[config.mk]
export PLATFORM = sky130hd
export DESIGN_NAME = tlk2711_tx_pattern_ctrl
export DESIGN_NICKNAME = d
export VERILOG_FILES = /design/src/rtl/tlk2711_tx_pattern_ctrl.sv
export SDC_FILE = /design/constraint.sdc
export NUM_CORES = 1
export LEC_CHECK = 0
export BUFFER_PORTS_ARGS = -buffer_cell sky130_fd_sc_hd__buf_2
export CORE_ASPECT_RATIO = 0.7
export CORE_MARGIN = 8
export CORE_UTILIZATION = 53
export CTS_CLUSTER_DIAMETER = 200
export DETAILED_ROUTE_END_ITERATION = 7
export GPL_TIMING_DRIVEN = 0
export PLACE_DENSITY = 0.78
export SYNTH_ARGS = -nofsm -noshare
export SYNTH_HDL_FRONTEND = slang
export SYNTH_SLANG_ARGS = --single-unit
[constraint.sdc]
create_clock -name clk -period 2.6 [get_ports clk]
set_input_delay 0.52 -clock clk [delete_from_list [all_inputs] [get_ports clk]]
set_output_delay 0.52 -clock clk [all_outputs]
set_load 0.01 [all_outputs]
[src/rtl/tlk2711_tx_pattern_ctrl.sv]
// TLK2711 test-mode transmit sequencer.
// On a start edge, emits a programmable number of pattern frames into the tx FIFO
// write port, drives the tx validation checker enable and reports progress/completion.
module tlk2711_tx_pattern_ctrl #(
   parameter int unsigned NORM_LAST  = 434,
   parameter int unsigned MODE3_LAST = 5375,
   parameter int unsigned GAP_W      = 16
) (
   input  logic             clk,
   input  logic             rst_n,
   input  logic             i_soft_rst,
   input  logic             i_tx_start,
   input  logic [2:0]       i_tx_mode,
   input  logic [15:0]      i_frame_num,
   input  logic [GAP_W-1:0] i_gap_cycles,
   input  logic             i_stop,
   input  logic             i_ready,
   output logic             o_valid,
   output logic [15:0]      o_data,
   output logic             o_last,
   output logic             o_busy,
   output logic             o_done,
   output logic [15:0]      o_frame_cnt,
   output logic             o_check_ena
);

   localparam int unsigned IDX_W = 13;

   typedef enum logic [2:0] {
      S_IDLE,
      S_LOAD,
      S_SEND,
      S_GAP,
      S_DONE
   } state_t;

   state_t             state;
   state_t             state_d;

   logic               start_q;
   logic               start_p;
   logic [IDX_W-1:0]   last_q;
   logic [15:0]        frame_num_q;
   logic [GAP_W-1:0]   gap_q;
   logic [GAP_W-1:0]   gap_cnt;
   logic [IDX_W-1:0]   w_q;

   logic               accept_c;
   logic               word_last_c;
   logic               frame_end_c;
   logic               run_full_c;
   logic               gap_end_c;
   logic               new_frame_c;
   logic [15:0]        cnt_inc_c;
   logic [IDX_W-1:0]   w_inc_c;
   logic [7:0]         pat_byte_c;
   logic               valid_d;
   logic               busy_d;
   logic               done_d;

   // Handshake and frame-boundary decode shared by FSM and datapath.
   always_comb begin
      accept_c    = (state == S_SEND) & i_ready;
      word_last_c = (w_q == last_q);
      frame_end_c = accept_c & word_last_c;
      cnt_inc_c   = o_frame_cnt + 16'd1;
      run_full_c  = (frame_num_q != 16'd0) && (cnt_inc_c == frame_num_q);
      gap_end_c   = (GAP_W'(gap_cnt + GAP_W'(1)) == gap_q);
      w_inc_c     = IDX_W'(w_q + IDX_W'(1));
      // Both bytes follow the low byte, so 0x0001 -> 0x0303 -> ... -> 0xFFFF -> 0x0101.
      pat_byte_c  = 8'(o_data[7:0] + 8'd2);
   end

   // Next-state and next-output decode.
   always_comb begin
      state_d     = state;
      valid_d     = 1'b0;
      busy_d      = 1'b0;
      done_d      = 1'b0;
      new_frame_c = 1'b0;
      case (state)
         S_IDLE: if (start_p) state_d = S_LOAD;
         S_LOAD: state_d = S_SEND;
         S_SEND: begin
            if (frame_end_c) begin
               if (run_full_c || i_stop)  state_d = S_DONE;
               else if (gap_q != '0)      state_d = S_GAP;
               else                       state_d = S_SEND;
            end
         end
         S_GAP: begin
            if (i_stop)         state_d = S_DONE;
            else if (gap_end_c) state_d = S_SEND;
         end
         S_DONE:  state_d = S_IDLE;
         default: state_d = S_IDLE;
      endcase
      valid_d     = (state_d == S_SEND);
      busy_d      = (state_d == S_LOAD) || (state_d == S_SEND) || (state_d == S_GAP);
      done_d      = (state_d == S_DONE);
      new_frame_c = (state_d == S_SEND) && ((state != S_SEND) || frame_end_c);
   end

   // State register.
   always_ff @(posedge clk or negedge rst_n) begin
      if (!rst_n)          state <= S_IDLE;
      else if (i_soft_rst) state <= S_IDLE;
      else                 state <= state_d;
   end

   // Start edge detector, registered pulse.
   always_ff @(posedge clk or negedge rst_n) begin
      if (!rst_n) begin
         start_q <= 1'b0;
         start_p <= 1'b0;
      end else if (i_soft_rst) begin
         start_q <= 1'b0;
         start_p <= 1'b0;
      end else begin
         start_q <= i_tx_start;
         start_p <= i_tx_start & ~start_q;
      end
   end

   // Run configuration latched at the accepted start edge, plus frame counter.
   always_ff @(posedge clk or negedge rst_n) begin
      if (!rst_n) begin
         last_q      <= '0;
         frame_num_q <= '0;
         gap_q       <= '0;
         o_frame_cnt <= '0;
      end else if (i_soft_rst) begin
         last_q      <= '0;
         frame_num_q <= '0;
         gap_q       <= '0;
         o_frame_cnt <= '0;
      end else if ((state == S_IDLE) && start_p) begin
         last_q      <= (i_tx_mode == 3'd3) ? IDX_W'(MODE3_LAST) : IDX_W'(NORM_LAST);
         frame_num_q <= i_frame_num;
         gap_q       <= i_gap_cycles;
         o_frame_cnt <= '0;
      end else if (frame_end_c) begin
         o_frame_cnt <= cnt_inc_c;
      end
   end

   // Inter-frame gap counter, counts cycles spent in GAP.
   always_ff @(posedge clk or negedge rst_n) begin
      if (!rst_n)                gap_cnt <= '0;
      else if (i_soft_rst)       gap_cnt <= '0;
      else if (state == S_GAP)   gap_cnt <= GAP_W'(gap_cnt + GAP_W'(1));
      else                       gap_cnt <= '0;
   end

   // Word index and output word; holds while the FIFO stalls.
   always_ff @(posedge clk or negedge rst_n) begin
      if (!rst_n) begin
         w_q    <= '0;
         o_data <= '0;
         o_last <= 1'b0;
      end else if (i_soft_rst) begin
         w_q    <= '0;
         o_data <= '0;
         o_last <= 1'b0;
      end else if (new_frame_c) begin
         w_q    <= '0;
         o_data <= 16'h0001;
         o_last <= (last_q == '0);
      end else if (state_d != S_SEND) begin
         w_q    <= '0;
         o_data <= '0;
         o_last <= 1'b0;
      end else if (accept_c) begin
         w_q    <= w_inc_c;
         o_data <= (w_inc_c == last_q) ? o_frame_cnt : {pat_byte_c, pat_byte_c};
         o_last <= (w_inc_c == last_q);
      end
   end

   // Status outputs registered from the next state.
   always_ff @(posedge clk or negedge rst_n) begin
      if (!rst_n) begin
         o_valid     <= 1'b0;
         o_busy      <= 1'b0;
         o_check_ena <= 1'b0;
         o_done      <= 1'b0;
      end else if (i_soft_rst) begin
         o_valid     <= 1'b0;
         o_busy      <= 1'b0;
         o_check_ena <= 1'b0;
         o_done      <= 1'b0;
      end else begin
         o_valid     <= valid_d;
         o_busy      <= busy_d;
         o_check_ena <= busy_d;
         o_done      <= done_d;
      end
   end

endmodule

==> flow_metrics.tcl, run 1 <==
set metrics [dict create \
    run_status "complete, but fails checks" \
    violations "negative setup slack" \
    syn_area_um2 6320 \
    holdWs_ns 0.198 \
    dpl.hpwl_um 13200 \
    signal_arrival_time_at_the_worst_endpoint_ns 2.87 \
    nFillCells 946 \
    synth_flop_cell "dfrtp_1" \
    post-route-drc-count 0 \
    worst-slew-pin-transition_ns 0.704 \
    layout.core_utilization_pct 66.4 \
    detail_route.wirelength_um 18700 \
    cellLeakagePower_nw 3.36 \
    area_growth_syn_to_layout_pct 22.6 \
    die-width_um 147 \
    clock-skew-final_ns 0.00961 \
    postSynthAreaPerCell_um2 8.68 \
    synth_cell_type_count 65 \
    setup_repair_after_global_routing_missed_its_margin "yes" \
    cp_data_required_time_ns 2.83 \
    clk_pin_slew_worst_paths_ns 0.08 \
    route.vias.total 5956 \
    clockRootBuffer "clkbuf_16" \
    clk-insertion-delay-late_ns 0.35 \
    antenna_violations_before_repair 0 \
    placement.io_buffers 75 \
    fin_nets 878 \
    placed_cells 962 \
    power.density_nw_per_um2 463 \
    firstDrtPassIters 6 \
    clock_path_buffers 2 \
    ys_seq_area_share_pct 41.5 \
    power.share.clock_pct 43.1 \
    ys.warnings.count 0 \
    r2r-start "o_frame_cnt[1]$_DFFE_PN0P_" \
    power.share.sequential_pct 47.6 \
    dpl-instance-area_um2 6930 \
    ff2ff_path_depth 11 \
    num_rows 33 \
    finalSetupViolations 5 \
    clock_sink_count 105 \
    timing.reg2reg.setup_slack_ns -0.04 \
    critical_path_class "flip-flop to flip-flop" \
    slew_headroom_pct 53.1 \
    cts.hold.buffers_added 0 \
    terminus_of_the_critical_flop_to_flop_path "o_data[0]$_DFFE_PN0P_" \
    gpl.final_weighted_congestion 0.948 \
    antenna_violating_nets_post_route 0 \
    cap_viol_max_count 0 \
    yosys_register_bits 105 \
    post_drt_wl_per_cell_um 18.8 \
    n_antenna_cell 0 \
    worstPathMaxFanout 5 \
    final_hold_viol_count 0 \
    tritoncts_clock_tree "done" \
    min_path_type "primary input to async pin" \
    drv_slew 0 \
    fp.coreArea_um2 11700 \
    gr-usage-all-layers_pct 23.3 \
    grt_max_degree 56 \
    fp.dieArea_um2 15700 \
    chipHeight_um 107 \
    power.switching_fraction_pct 25.3 \
    fin_crit_sh_pct 101 \
    cellInternalPower_mw 2.68 \
    first_iter_violations 426 \
    min_period_ns 2.64 \
    comb_power_share_pct 9.3 \
    drive_gt1_share_pct 23.7 \
    cp-end-kind "flip-flop" \
    htreeDepth 3 \
    finish.instance_area_um2 7750 \
    numCtsBuffers 9 \
    viasPerCell 5.99 \
    pin_count 78 \
    initial_utilization_pct 54.1 \
    layout_setup_ws_ns -0.0377 \
    synth_enable_flop_cells 0 \
    post_layout_nonfiller_instances 995 \
    critical_path.startpoint_type "flip-flop" \
    finalSetupTns_ns -0.116 \
    fmax_mhz 379 \
    syn-instance-count 729 \
    first_global_vias 5775 \
    asyncSetResetFlopFracSynth_pct 100 \
    syn-num-nets 774 \
    power.net_switching_mw 0.909 \
    globalRouteOverflowTotal 0 \
    peakVddDrop_mv 0.328 \
    global_route_wire_length_before_repair_um 30000 \
]
==> worst max-delay path by stage <==
stage	slack, ns	startpoint	end
after floorplan	0.006	o_frame_cnt[0]$_DFFE_PN0P_	o_data[0]$_DFFE_PN0P_
after global placement	-0.39	i_ready	w_q[10]$_DFFE_PN0P_
after detailed placement	-0.52	i_ready	w_q[9]$_DFFE_PN0P_
after CTS	-0.003	w_q[1]$_DFFE_PN0P_	o_data[12]$_DFFE_PN0P_
after global routing	-0.12	w_q[0]$_DFFE_PN0P_	o_data[1]$_DFFE_PN0P_
final	-0.04	o_frame_cnt[1]$_DFFE_PN0P_	o_data[0]$_DFFE_PN0P_
==> layer usage <==
metal  up-vias  global-route usage, %  share of wire (%)
met5         -                      0                  0
met4         0                   6.08                1.5
met3        29                   6.01                8.3
met2       299                   35.3                 44
met1      2879                   32.6                 46
li1       2749                      -                  -
==> metrics by stage <==
step                worst slack, ns  power [mW]
floorplan                   0.00569        1.91
global placement             -0.386        2.04
detailed placement           -0.524        2.05
CTS                        -0.00329        3.59
global route                 -0.118        3.70
finish                      -0.0377        3.59
==> area by class of cell <==
| class | count | area (um2) | share of cell area, % |
|---|---|---|---|
| buffer | 45 | 272 | 3.50 |
| timing repair buffer | 103 | 663 | 8.55 |
| sequential | 105 | 2640 | 34.1 |
| multi-input combinational | 559 | 3610 | 46.5 |
| inverter | 10 | 37.5 | 0.484 |
| tap | 157 | 196 | 2.53 |
| clock inverter | 6 | 97.6 | 1.26 |
| clock buffer | 10 | 239 | 3.08 |
==> cells in the mapped netlist (all sizes together), types with 2 or more instances <==
master | n | share of area (%)
nand3b | 7 | 0.83
nor2b | 9 | 0.89
o31ai | 4 | 0.69
clkbuf | 32 | 1.9
o211ai | 4 | 0.47
nor3b | 8 | 0.95
xnor2 | 44 | 6.1
nand2b | 2 | 0.20
o22ai | 2 | 0.20
a2111oi | 2 | 0.57
or3 | 10 | 0.99
mux2i | 14 | 2.2
a211o | 3 | 0.42
o21ai | 32 | 2.5
o2111ai | 3 | 0.42
a22oi | 3 | 0.36
a31oi | 3 | 0.30
a21oi | 49 | 3.9
and3 | 13 | 1.4
dfrtp | 105 | 42
nor4b | 2 | 0.38
or4 | 4 | 0.59
buf | 23 | 2.2
xor2 | 41 | 5.7
and4b | 3 | 0.47
a211oi | 3 | 0.36
ha | 4 | 0.79
nand2 | 99 | 5.9
nand3 | 35 | 2.9
o21a | 2 | 0.24
inv | 9 | 0.53
nor4 | 16 | 1.6
and4 | 3 | 0.42
nor3 | 16 | 1.4
and2 | 3 | 0.30
nor2 | 80 | 4.8
nand4 | 23 | 2.5
==> critical path, cell delays in order, from the launching register on <==
cell and delay (ns):
dfrtp_2 0.43, buf_4 0.14, nand4_1 0.11, buf_6 0.16, nor4_4 0.25, xnor2_1 0.15, nand3_1 0.12, or4_4 0.45
a2111oi_4 0.20, buf_4 0.21, a2bb2oi_4 0.21, o21ai_1 0.09
==> cells by family after synthesis <==
logic type                 after synthesis  synth area share [%]
DFF                                    105                  41.5
and+or+nand+nor                        335                  26.7
adders and majority gates                4                 0.791
AOI/OAI and AO/OA                      120                  12.0
muxes                                   15                  2.39
xor gates and xnor gates                85                  11.8
buffers and inverters                   65                  4.73
==> cells in the final DEF, fill, tap and decap left out, types with 4 or more instances in the layout <==
cell type	Yosys	layout
nand2_1	99	98
dfrtp_1	105	94
buf_2	11	82
nor2_1	79	76
a21oi_1	48	46
xnor2_1	44	43
xor2_1	41	41
nand3_1	33	30
buf_4	9	28
nand4_1	22	22
clkbuf_1	32	19
o21ai_0	30	19
nor4_1	16	14
mux2i_1	14	14
and3_1	12	12
o21ai_1	2	12
clkbuf_16	0	11
dfrtp_2	0	11
nor3_1	14	10
nor2b_1	9	9
inv_1	9	9
or3_1	10	8
buf_6	1	7
nand3b_1	7	7
nor3b_1	8	6
o211ai_1	4	4
nor2_2	1	4
==> power groups by stage <==
stage                     logic (mW)  clock network [mW]  registers [mW]
after CTS                      0.324                1.56            1.71
after detailed placement       0.313                   0            1.74
after global placement         0.299                   0            1.74
final                          0.333                1.55            1.71
after floorplan                0.179                   0            1.73
after global routing           0.367                1.62            1.71
==> registers in the layout, indices dropped and copies added, names as in the netlist <==
register,flops
o_data,16
o_frame_cnt,16
o_last,1
frame_num_q,16
o_valid,1
state,3
o_done,1
w_q,13
start_q,1
last_q,3
o_check_ena,1
gap_cnt,16
start_p,1
gap_q,16
==> what timing repair did <==
action                                  CTS  global route
pin swaps                                 9            24
setup buffers                            12            13
cloned                                    0             2
gates resized for setup                  24            56
endpoints found under the setup margin   45            45
Note: power is estimated with default switching activity, not from simulation.
==> run 2, diff against run 1 <==
--- a/config.mk
+++ b/config.mk
@@ -7,2 +7,3 @@
 export LEC_CHECK = 0
+export ABC_AREA = 1
 export BUFFER_PORTS_ARGS = -buffer_cell sky130_fd_sc_hd__buf_2
--- a/constraint.sdc
+++ b/constraint.sdc
@@ -3,2 +3,2 @@
 set_output_delay 0.52 -clock clk [all_outputs]
-set_load 0.01 [all_outputs]
+set_load 0.02 [all_outputs]
==> run 2 against run 1 <==
The flow still finishes with violations (negative setup slack). Critical path depth grew 8. Critical endpoint is now o_data[15]$_DFFE_PN0P_. Power grew 1.6%. Count of clock-buffer cells in the layout shrank 1. Critical path type unchanged. Wire length grew 5.8%. Setup slack lost 0.038 ns. Combinational power grew 33%. Highest routed layer unchanged. Largest cell class unchanged. Sequential power is essentially flat. First-iteration DRC count grew 36%. Synthesized area grew 2.7%.
==> flow_metrics.tcl, run 2 <==
set metrics [dict create \
    met2_routing_resource_usage_after_global_routing_pct 35.2 \
    violations "negative setup slack" \
    cellInternalPower_mw 2.68 \
    min_period_ns 2.68 \
    dominant_combinational_cell_family_by_area_after_synthesis "simple AND/OR/NAND/NOR gates" \
    fin_crit_sh_pct 103 \
    power.net_switching_mw 0.968 \
    syn-num-nets 934 \
    signal_arrival_time_at_the_worst_endpoint_ns 2.92 \
    gpl.final_weighted_congestion 0.952 \
    comb_power_share_pct 12.1 \
    gr-usage-all-layers_pct 23.9 \
    critical_path_class "flip-flop to flip-flop" \
    layout_setup_ws_ns -0.0756 \
    run_status "complete, but fails checks" \
    clock-skew-final_ns 0.00808 \
    clk_pin_slew_worst_paths_ns 0.07 \
    cp-end-kind "flip-flop" \
    post_synth_fa_ha_maj_area_fraction_pct 0.771 \
    postSynthAreaPerCell_um2 7.30 \
    cellLeakagePower_nw 3.72 \
    grt_max_degree 72 \
    met1_usage_pct 34.1 \
    fmax_mhz 374 \
    area_growth_syn_to_layout_pct 24.4 \
    clock_path_buffers 2 \
    yosys.area.top_type "dfrtp_1" \
    commonest_cells_in_the_synthesized_netlist "220 x nand2_1, 108 x inv_1, 106 x nand3_1, 105 x dfrtp_1, 77 x nor2_1" \
    tritoncts_clock_tree "done" \
    globalRouteOverflowTotal 0 \
    power.share.clock_pct 41.7 \
    first_global_vias 5974 \
    slew_headroom_pct 58.8 \
    global_route_wire_length_before_repair_um 30600 \
    report.power.total_mw 3.65 \
    placement.io_buffers 77 \
    die-width_um 148 \
    synthSimpleGateAreaFrac_pct 35.0 \
    fin_nets 1050 \
    first_iter_violations 580 \
    layout.cells.most_common_list "204 x nand2_1, 106 x inv_1, 97 x nand3_1, 91 x dfrtp_1, 79 x buf_2" \
    viasPerCell 5.65 \
    finalSetupViolations 23 \
    power.share.sequential_pct 46.2 \
    worstPathMaxFanout 6 \
    pin_count 78 \
    clockRootBuffer "clkbuf_16" \
    cts.hold.buffers_added 0 \
    finalSetupTns_ns -1.25 \
    numCtsBuffers 9 \
    fp.dieArea_um2 16100 \
    n_antenna_cell 0 \
    drive_gt1_share_pct 25.6 \
    yosys_register_bits 105 \
    worst-slew-pin-transition_ns 0.618 \
    ys_seq_area_share_pct 40.5 \
    post_synth_main_area_contributors "dfrtp_1 40%, nand2_1 13%, nand3_1 8.2%" \
    synth_xor_xnor_area_share_pct 4.97 \
    initial_utilization_pct 54.8 \
    num_rows 33 \
    synth_enable_flop_cells 0 \
    global_route.usage.met3_pct 6.37 \
    dpl-instance-area_um2 7110 \
    finish.instance_area_um2 8080 \
    syn_area_um2 6490 \
    antenna_violations_before_repair 0 \
    cp_data_required_time_ns 2.84 \
    clock_sink_count 105 \
    drv_slew 0 \
    placement.setup.worst_slack_ns -0.271 \
    final_hold_viol_count 0 \
    cap_viol_max_count 0 \
    most_repeated_cell_in_the_gate_level_netlist_after_synthesis "nand2_1" \
    post-route-drc-count 0 \
    peakVddDrop_mv 0.362 \
    antenna_violating_nets_post_route 0 \
    synth_compound_gate_area_share_pct 9.61 \
    route.vias.total 6598 \
    timing.reg2reg.setup_slack_ns -0.08 \
    clk-insertion-delay-late_ns 0.36 \
    critical_path.startpoint_type "flip-flop" \
    globalRoute.busiestLayer "met2" \
    htreeDepth 3 \
    setup_repair_after_global_routing_missed_its_margin "yes" \
    asyncSetResetFlopFracSynth_pct 100 \
    firstDrtPassIters 6 \
    ys.warnings.count 0 \
    synth_flop_cell "dfrtp_1" \
    synthMuxAreaShare_pct 0.154 \
    synth_top_area_share_pct 40.5 \
    dpl.hpwl_um 14400 \
    min_path_type "primary input to async pin" \
    power.switching_fraction_pct 26.5 \
    synth_cell_type_count 40 \
    fp.coreArea_um2 11900 \
    power.density_nw_per_um2 452 \
    syn-instance-count 889 \
    post_drt_wl_per_cell_um 16.9 \
    chipHeight_um 109 \
    layout_commonest_cell "nand2_1" \
    detail_route.wirelength_um 19800 \
]
-- run 2: layout make-up --
| cell class | count | area (um2) |
|---|---|---|
| Buffer | 25 | 161 |
| Clock buffer | 9 | 225 |
| Clock inverter | 7 | 100 |
| Fill cell | 983 | 3770 |
| Inverter | 121 | 467 |
| Multi-Input combinational cell | 639 | 3630 |
| Sequential cell | 105 | 2650 |
| Tap cell | 157 | 196 |
| Timing Repair Buffer | 104 | 654 |
-- run 2: logic make-up after synthesis --
family | count (synthesis)
compound gates | 115
xor+xnor | 29
fa+ha+maj | 4
buf+inv | 146
flops | 105
mux | 1
simple gates | 489
-- run 2: timing repair --
| item | CTS | global route |
|---|---|---|
| setup buffers | 5 | 17 |
| pin swaps | 4 | 30 |
| resized for setup | 24 | 96 |
| gates cloned | 2 | 3 |
| endpoints found under the setup margin | 40 | 40 |
-- run 2: power by group through the flow --
stage / Combinational (mW) / Sequential (mW) / Clock, mW
floorplan: 0.217 / 1.72 / 0
finish: 0.443 / 1.68 / 1.52
global placement: 0.366 / 1.71 / 0
global route: 0.484 / 1.69 / 1.60
detailed placement: 0.376 / 1.72 / 0
CTS: 0.387 / 1.68 / 1.52
-- run 2: path summary, 6_finish.rpt --
check                                                  end  cells after the start                  startpoint
min in group clk                    last_q[10]$_DFFE_PN0P_                      2                i_tx_mode[2]
worst max register to register      o_data[15]$_DFFE_PN0P_                     19  o_frame_cnt[1]$_DFFE_PN0P_
worst min-delay path                 gap_q[13]$_DFFE_PN0P_                      1                       rst_n
max in group asynchronous       o_frame_cnt[2]$_DFFE_PN0P_                      2                       rst_n
worst max-delay path                o_data[15]$_DFFE_PN0P_                     19  o_frame_cnt[1]$_DFFE_PN0P_
worst min register to register           start_p$_DFF_PN0_                      1           start_q$_DFF_PN0_
-- run 2: critical path: stages (launching register included) --
cell	delay, ns
dfrtp_2	0.44
ha_4	0.19
or2_2	0.30
nand3_1	0.08
nand2_1	0.07
nor2_2	0.11
o21ai_1	0.08
nor2_1	0.10
nand2_1	0.06
nor2_1	0.09
nand2_1	0.12
nand2_1	0.10
nand2_2	0.07
nand3_2	0.10
nand2_4	0.09
inv_4	0.11
nand3_4	0.08
nand3_4	0.15
clkbuf_16	0.18
o21ai_1	0.05
-- run 2: metal layers --
layer | part of all wire [%] | routed length [um] | vias up
met2 | 44 | 8620 | 324
met3 | 10 | 2000 | 36
met5 | 0 | 0 | -
li1 | - | - | 3145
met4 | 1.7 | 338 | 0
met1 | 45 | 8820 | 3093
-- run 2: metrics by stage --
step | cells | hold slack [ns] | util, %
finish | 1167 | 0.116 | 68.1
global route | 1167 | 0.138 | 68.1
CTS | 1147 | 0.132 | 63.8
detailed placement | 1124 | 0.391 | 60.0
global placement | 1123 | 0.389 | 59.7
floorplan | 889 | 0.224 | -
